`src/rtl/kfmmc_write_sequencer.sv`:
```
// Block-write sequencer feeding KFMMC_DRIVE: address, command, then one pattern byte per drive request.
// Optional `KFMMC_WRITE_RETRY_EN: one retry per block on a drive error before failing.
module kfmmc_write_sequencer #(
  parameter int unsigned BLOCK_BYTES = 512,
  parameter logic [7:0]  WRITE_CMD   = 8'h81
) (
  input  logic        clock,
  input  logic        reset,
  input  logic        start,
  input  logic [31:0] start_block,
  input  logic [7:0]  block_count,
  output logic        busy,
  output logic        done,
  output logic        error,
  output logic [7:0]  data_bus,
  output logic        write_block_address_1,
  output logic        write_block_address_2,
  output logic        write_block_address_3,
  output logic        write_block_address_4,
  output logic        write_command,
  output logic        write_data,
  input  logic        drive_busy,
  input  logic        write_byte_interrupt,
  input  logic        write_completion_interrupt,
  input  logic        write_interface_error
);

  localparam int unsigned IDX_W = $clog2(BLOCK_BYTES + 1);

  typedef enum logic [3:0] {
    S_IDLE,
    S_WAIT_READY,
    S_ADDR_1,
    S_ADDR_2,
    S_ADDR_3,
    S_ADDR_4,
    S_CMD,
    S_WAIT_REQ,
    S_PUT_DATA,
    S_NEXT_BLOCK,
    S_FAIL,
    S_FINISH
  } state_t;

  state_t             state, next_state;
  logic [31:0]        cur_block;
  logic [7:0]         remaining;
  logic [IDX_W-1:0]   idx;
  logic               idx_full;
  logic               err_hit;
  state_t             err_target;

  logic [7:0]         nx_bus;
  logic [3:0]         nx_addr;
  logic               nx_cmd;
  logic               nx_wd;
  logic [3:0]         addr_stb;

`ifdef KFMMC_WRITE_RETRY_EN
  logic               retried;
`endif

  assign idx_full = (idx == IDX_W'(BLOCK_BYTES));
  assign err_hit  = write_interface_error &&
                    (state inside {S_WAIT_READY, S_ADDR_1, S_ADDR_2, S_ADDR_3,
                                   S_ADDR_4, S_CMD, S_WAIT_REQ, S_PUT_DATA});

`ifdef KFMMC_WRITE_RETRY_EN
  assign err_target = retried ? S_FAIL : S_WAIT_READY;
`else
  assign err_target = S_FAIL;
`endif

  always_ff @(posedge clock or posedge reset) begin
    if (reset) state <= S_IDLE;
    else       state <= next_state;
  end

  always_comb begin
    next_state = state;
    case (state)
      S_IDLE: begin
        if (start) next_state = (block_count == 8'd0) ? S_FINISH : S_WAIT_READY;
      end
      S_WAIT_READY: begin
        if (err_hit)          next_state = err_target;
        else if (!drive_busy) next_state = S_ADDR_1;
      end
      S_ADDR_1: next_state = err_hit ? err_target : S_ADDR_2;
      S_ADDR_2: next_state = err_hit ? err_target : S_ADDR_3;
      S_ADDR_3: next_state = err_hit ? err_target : S_ADDR_4;
      S_ADDR_4: next_state = err_hit ? err_target : S_CMD;
      S_CMD:    next_state = err_hit ? err_target : S_WAIT_REQ;
      S_WAIT_REQ: begin
        // error outranks a coincident completion; late byte requests fall through
        if (err_hit)                         next_state = err_target;
        else if (write_completion_interrupt) next_state = idx_full ? S_NEXT_BLOCK : S_FAIL;
        else if (write_byte_interrupt && !idx_full) next_state = S_PUT_DATA;
      end
      S_PUT_DATA:   next_state = err_hit ? err_target : S_WAIT_REQ;
      S_NEXT_BLOCK: next_state = (remaining == 8'd1) ? S_FINISH : S_WAIT_READY;
      S_FAIL:       next_state = S_FINISH;
      S_FINISH:     next_state = S_IDLE;
      default:      next_state = S_IDLE;
    endcase
  end

  // Strobes are decoded from next_state and registered so they line up with the state they belong to.
  always_comb begin
    nx_bus  = '0;
    nx_addr = '0;
    nx_cmd  = 1'b0;
    nx_wd   = 1'b0;
    case (next_state)
      S_ADDR_1: begin nx_addr[0] = 1'b1; nx_bus = cur_block[7:0];   end
      S_ADDR_2: begin nx_addr[1] = 1'b1; nx_bus = cur_block[15:8];  end
      S_ADDR_3: begin nx_addr[2] = 1'b1; nx_bus = cur_block[23:16]; end
      S_ADDR_4: begin nx_addr[3] = 1'b1; nx_bus = cur_block[31:24]; end
      S_CMD:    begin nx_cmd = 1'b1;     nx_bus = WRITE_CMD;        end
      S_PUT_DATA: begin
        nx_wd  = 1'b1;
        nx_bus = 8'(idx) + cur_block[7:0];
      end
      default: ;
    endcase
  end

  always_ff @(posedge clock or posedge reset) begin
    if (reset) begin
      data_bus      <= '0;
      addr_stb      <= '0;
      write_command <= 1'b0;
      write_data    <= 1'b0;
      busy          <= 1'b0;
      done          <= 1'b0;
    end else begin
      data_bus      <= nx_bus;
      addr_stb      <= nx_addr;
      write_command <= nx_cmd;
      write_data    <= nx_wd;
      busy          <= (next_state != S_IDLE);
      done          <= (next_state == S_FINISH);
    end
  end

  assign write_block_address_1 = addr_stb[0];
  assign write_block_address_2 = addr_stb[1];
  assign write_block_address_3 = addr_stb[2];
  assign write_block_address_4 = addr_stb[3];

  always_ff @(posedge clock or posedge reset) begin
    if (reset) begin
      cur_block <= '0;
      remaining <= '0;
      idx       <= '0;
      error     <= 1'b0;
    end else begin
      case (state)
        S_IDLE: begin
          if (start) begin
            cur_block <= start_block;
            remaining <= block_count;
            error     <= 1'b0;
          end
        end
        S_CMD:      idx <= '0;
        S_PUT_DATA: idx <= idx + IDX_W'(1);
        S_NEXT_BLOCK: begin
          cur_block <= cur_block + 32'd1;
          remaining <= remaining - 8'd1;
        end
        S_FAIL:  error <= 1'b1;
        default: ;
      endcase
    end
  end

`ifdef KFMMC_WRITE_RETRY_EN
  always_ff @(posedge clock or posedge reset) begin
    if (reset) begin
      retried <= 1'b0;
    end else if ((state == S_IDLE && start) || state == S_NEXT_BLOCK) begin
      retried <= 1'b0;
    end else if (err_hit) begin
      retried <= 1'b1;
    end
  end
`endif

endmodule
```
`config.mk`:
```
export PLATFORM = sky130hd
export DESIGN_NAME = kfmmc_write_sequencer
export DESIGN_NICKNAME = d
export VERILOG_FILES = /design/src/rtl/kfmmc_write_sequencer.sv
export SDC_FILE = /design/constraint.sdc
export NUM_CORES = 1
export LEC_CHECK = 0
export CORE_MARGIN = 3
export CORE_UTILIZATION = 50
export CTS_CLUSTER_DIAMETER = 40
export CTS_CLUSTER_SIZE = 28
export DETAILED_ROUTE_END_ITERATION = 6
export GPL_ROUTABILITY_DRIVEN = 0
export MAX_ROUTING_LAYER = met4
export PLACE_DENSITY = 0.84
export SYNTH_ARGS = -nofsm -noshare
export SYNTH_HDL_FRONTEND = slang
export SYNTH_SLANG_ARGS = --single-unit
```
`constraint.sdc`:
```
create_clock -name clock -period 2.3 [get_ports clock]
set_input_delay 0.46 -clock clock [delete_from_list [all_inputs] [get_ports clock]]
set_output_delay 0.46 -clock clock [all_outputs]
set_load 0.005 [all_outputs]
```
# Word-level counts from Yosys, hierarchy flattened
# Index checks and enable logic that the tools add are counted.
op_classes:
  reduce_logical: 13
  n_eq_ne: 20
  add_sub_neg: 4
  mux: 29
op_table:
  columns: ["cell", "count"]
  rows:
  - ["$pmux W32 S2", 1]
  - ["$mux W4", 13]
  - ["$pmux W8 S6", 1]
  - ["$pmux W4 S10", 1]
  - ["$add A32 B1 Y32 const B", 1]
  - ["$mux W32", 1]
  - ["$eq A4 B3 Y1 const B", 7]
  - ["$eq A4 B4 Y1 const B", 5]
  - ["$pmux W10 S2", 1]
  - ["$eq A4 B2 Y1 const B", 4]
  - ["$pmux W8 S2", 1]
  - ["$add A10 B1 Y10 const B", 1]
  - ["$eq A10 B10 Y1 const B", 1]
  - ["$add A8 B8 Y8", 1]
  - ["$eq A8 B1 Y1 const B", 1]
  - ["$logic_not A8 Y1", 1]
  - ["$mux W8", 1]
  - ["$reduce_bool A8 Y1", 1]
  - ["$sub A8 B1 Y8 const B", 1]
  - ["$mux W1", 7]
  - ["$reduce_bool A2 Y1", 3]
  - ["$eq A4 B1 Y1 const B", 1]
  - ["$logic_not A4 Y1", 1]
  - ["$reduce_and A2 Y1", 2]
  - ["other kinds (7)", 8]
totals:
  ff_bits: 71
  elab_cells: 77
  out_inout_bits: 17

# Logic depth before layout (Yosys ltp)
# Gate-level depths: netlist of run 1.
depth:
  word_depth: 9
  depth_mapped: 10
  mapped_depth_nobuf: 9

# Worst setup path before layout of run 1
# No wires, ideal clock.
synth_timing:
  path_kind: "register to register"
  startpoint: "register idx[1]"
  endpoint: "register data_bus[0]"
  n_path_buf: 2
  stages_incl_launch_ff: 11
  setup_slack_ps: 7
  required_ps: 2174
  period_less_slack_ps: 2293
  arrival_ps: 2167
  path_cell_list: "dfrtp_1 > inv_1 > ha_1 > nor4b_2 > a31o_2 > a211o_1 > and3_1 > buf_6 > and3_4 > buf_6 > a221o_1"
synth_between:
  elab_chain_cells: 9
synth_lines:
  columns: ["item", "line_no", "rtl"]
  rows:
  - ["start: declaration", "48", "logic [IDX_W-1:0] idx;"]
  - ["start signal: assignment", "167", "S_PUT_DATA: idx <= idx + IDX_W'(1);"]
  - ["$eq A10 B10 Y1 (*)", "63", "assign idx_full = (idx == IDX_W'(BLOCK_BYTES));"]
  - ["$logic_not A1 Y1", "98", "else if (write_byte_interrupt && !idx_full) next_state = S_PUT_DATA;"]
  - ["$logic_and A1 B1 Y1", "98", null]
  - ["$mux W4", "98", null]
  - ["$mux W4 (*)", "97", "else if (write_completion_interrupt) next_state = idx_full ? S_NEXT_BLOCK : S_FAIL;"]
  - ["$mux W4 (*)", "96", "if (err_hit) next_state = err_target;"]
  - ["$pmux W4 S10 (*)", "81", "case (state)"]
  - ["$eq A4 B4 Y1, or another cell as far along", "114", "case (next_state)"]
  - ["$pmux W8 S6 (*)", "114", null]
  - ["named net nx_bus[0]", "53", "logic [7:0] nx_bus;"]
  - ["end signal: assignment", "137", "data_bus <= nx_bus;"]
  - ["end: declaration", "15", "output logic [7:0] data_bus,"]
# Mark *: on every way through the listed nets, which the timed path passes. The rest lies on a longest branch.
# A chain may end at the register's enable or synchronous reset.

# Worst setup path in the final report of run 1
layout_timing:
  startpoint: "input port start"
  endpoint: "register data_bus[1]"
layout_between:
  elab_chain_cells: 4
layout_lines:
  columns: ["item", "line_no", "rtl"]
  rows:
  - ["start: declaration", "9", "input logic start,"]
  - ["$mux W4 (*)", "83", "if (start) next_state = (block_count == 8'd0) ? S_FINISH : S_WAIT_READY;"]
  - ["$pmux W4 S10 (*)", "81", null]
  - ["$eq A4 B4 Y1, or another cell as far along", "114", null]
  - ["$pmux W8 S6 (*)", "114", null]
  - ["named net nx_bus[1]", "53", null]
# Marked as above.

==> impl_results.md, run 1 <==
* Status: finished, final reports clean
* Area grow syn2layout at 31.4%
* Setup Skew at 0.0130 ns
* Min cycle time layout at 2.26 ns
* CTS tree: yes
* Initial DRC count at roughly 600
* Crit-path max FO at 8
* CTS clk-pin slew, worst paths at 0.08 ns
* Ant diodes at 0
* R2R depth at 8
* Most common library cell in the layout ignoring fill and taps: dfrtp_1
* Final worst slack at 0.0449 ns
* EDFF count, synth at 0
* Leakage power at between 0.002 and 0.0025 uW
* Layout Utilization at 0.693
* Cells after Synth at between 400 and 500
* Max-cap violation count at 0
* Die height at 100 um
* Worst setup SP type: input port
* TritonCTS Buffers at 9
* GRT Total Usage at 0.272
* Vias in the first global route at 4,283
* Final setup vio count at 0
* Async SR Flop Fraction at 1.00
* Clock sink count at between 70 and 80
* Max Clock Freq at 443 MHz
* Initial DRT Pass Iterations at 7
* DR DRC count at 0
* Power Dens Cells at 1230 nW/um^2
* Port Buffers at 63
* Root Buffer: clkbuf_8
* Final Hold Violating Endpoints at 0
* Die Wd at 100 um
* Die Footprint at approximately 10,000 sq um
* Vias per cell at approximately 6.5
* VDD IR max at roughly 0.58 mV
* Most frequent cells in the layout: 66 x dfrtp_1, 63 x clkdlybuf4s50_1, 54 x buf_4
* WL final at between 10,000 and 15,000 um
* Worst path max stage delay at 0.48 ns
* Rel. slew slack at 0.674
* Antenna-violating nets left at 0
* First-pass GRT wire length at around 21,000 um
* CP required at around 2.5 ns
* Leading post-synthesis cells by cell area: dfrtp_1 40%, nand2_1 4.2%, a21oi_1 3.7%
* WL/cell at around 19 um
* Fin. max-slew vios at 0
* Post-synthesis cell area at about 4400 sq um
* Least-Margin Pin Slew at 0.489 ns
* Initial core utilization at 0.528
* Yosys warning count at 0
* Pre-CTS setup slack at -0.254 ns
* Cell variety after synth at 70
* Initial antenna violation count at 0
* # rows at 33
* Detailed Place HPWL at 9290 um
* Top_reg_cell synth: dfrtp_1
* Clock Tree Buf Depth at 2
* Core area at roughly 8400 sq um
* Register area share after synthesis at 0.402
* Setup Crit Path Kind: in -> reg
* Largest area contributor in the netlist: dfrtp_1
* Post-synthesis register bit count at approximately 70
* CP cell instances: clkdlybuf4s50_1, or3b_1, a221oi_1, a211o_1, a21oi_1, and3_4, a221o_1
* Nets at approximately 650
* Crit share post-route at 0.980
* WP data arrival at 2.48 ns
* Top cell type's share of synthesized area at 0.402
* # hold bufs at CTS at 0
* Crit-path slowest cell: clkdlybuf4s50_1
* Largest net degree at the start of global routing at 32
* H-Tree Depth at 3
* Post-Syn Nets at around 550
* Worst min path class: in -> async
* Syn_area_per_cell at a little over 9 sq um
* Grt ovf at 0
* Clock latency on the worst-skew pair at around 0.36 ns
* Worst Setup End Kind: flip-flop
* Fraction of layout instances using a drive strength above 1 at 0.208
* Via Count at between 4,000 and 5,000
* Num ports at 64
-- registers in the layout (all words and copies together), names as in the netlist --
signal / cells
write_command: 1
addr_stb: 4
idx: 10
data_bus: 8
busy: 1
state: 4
error: 1
cur_block: 32
remaining: 8
write_data: 1
done: 1
-- metrics by stage --
step	power (uW)	TNS (ns)	hold WS, ns	instances	area, sq um
3_5_place_dp	5640	-2.12	0.466	679	5470
4_1_cts	6930	0	0.452	695	5730
6_report	7180	0	0.438	697	5810
2_1_floorplan	4440	0	0.437	488	4420
5_1_grt	7630	-0.105	0.476	697	5810
3_3_place_gp	5470	-1.53	0.466	679	5470
-- cell type report --
type / instances / area, sq um
clock buffers: 10 / 138
clock inverters: 6 / 108
fillers: 650 / 2570
inverters: 23 / 86.3
multi-input cells: 362 / 2470
flip-flops and latches: 71 / 1790
well taps: 105 / 131
repair buffers: 120 / 1100
-- report_power, final --
part           switching [uW]  internal, uW
registers                 604          1730
logic                    1900          1700
clock network             499           746
total                    3000          4180
-- metal layers --
metal	routed length [um]	vias to the layer above	global-route usage
met4	430	0	0.0860
li1	-	2049	-
met2	6230	272	0.417
met1	5450	2171	0.364
met3	1140	48	0.0584
met5	0	-	-
-- synthesized netlist by cell type, types with 3 or more instances --
cell / n
buf_6: 6
clkbuf_1: 14
a221oi_1: 3
a21oi_1: 33
and3_1: 5
nand2b_1: 3
nor3_1: 9
nor4_2: 6
ha_1: 12
o21bai_1: 4
a311oi_1: 3
nand2_1: 50
o311ai_0: 5
dfrtp_1: 71
nor2_1: 44
o21ai_1: 3
nor4_1: 5
o211ai_1: 9
nand3_1: 24
a211oi_1: 6
mux2i_1: 5
a22oi_1: 5
buf_2: 8
nand4_1: 17
o21ai_0: 23
inv_2: 3
o221a_2: 7
inv_1: 20
nor2b_1: 3
xnor2_1: 5
and4_1: 4
a31oi_1: 6
a221o_1: 11
a31o_2: 3
a222oi_1: 5
-- logic make-up after synthesis --
logic type,synth area share
DFF,0.402
and+or+nand+nor,0.243
adders and majority gates,0.0385
buffers and inverters,0.0608
AOI/OAI and AO/OA,0.233
muxes,0.0113
xor gates and xnor gates,0.0119
-- path summary, 6_finish.rpt --
path	from	to	slack, ns
worst max-delay path	start	data_bus[1]$_DFF_PP0_	0.04
worst min register to register	idx[9]$_DFFE_PP0P_	idx[9]$_DFFE_PP0P_	0.48
min in group clock	idx[9]$_DFFE_PP0P_	idx[9]$_DFFE_PP0P_	0.48
worst max register to register	idx[0]$_DFFE_PP0P_	data_bus[1]$_DFF_PP0_	0.06
max in group asynchronous	reset	cur_block[0]$_DFFE_PP0P_	1.33
worst min-delay path	reset	cur_block[22]$_DFFE_PP0P_	0.44
-- critical path, delay by kind of cell --
family                 cells  cell delay, ns
AO/OA/AOI/OAI              4            0.95
buffers and inverters      1            0.48
AND/OR/NAND/NOR            2            0.60
-- what timing repair did --
| action | 4_1_cts | 5_1_grt |
|---|---|---|
| setup endpoints to repair | 9 | 17 |
| pin swaps | 1 | 7 |
| resized for setup | 5 | 19 |
| endpoints found under the hold margin | 0 | 0 |
| buffers inserted | 0 | 2 |
(Power assumes the default switching activity.)
==> inputs of run 2 (changes only) <==
Settings changed: TNS_END_PERCENT set to 100.
==> results of run 2 <==
Final layout, timing and power as in run 1 (identical DEF).
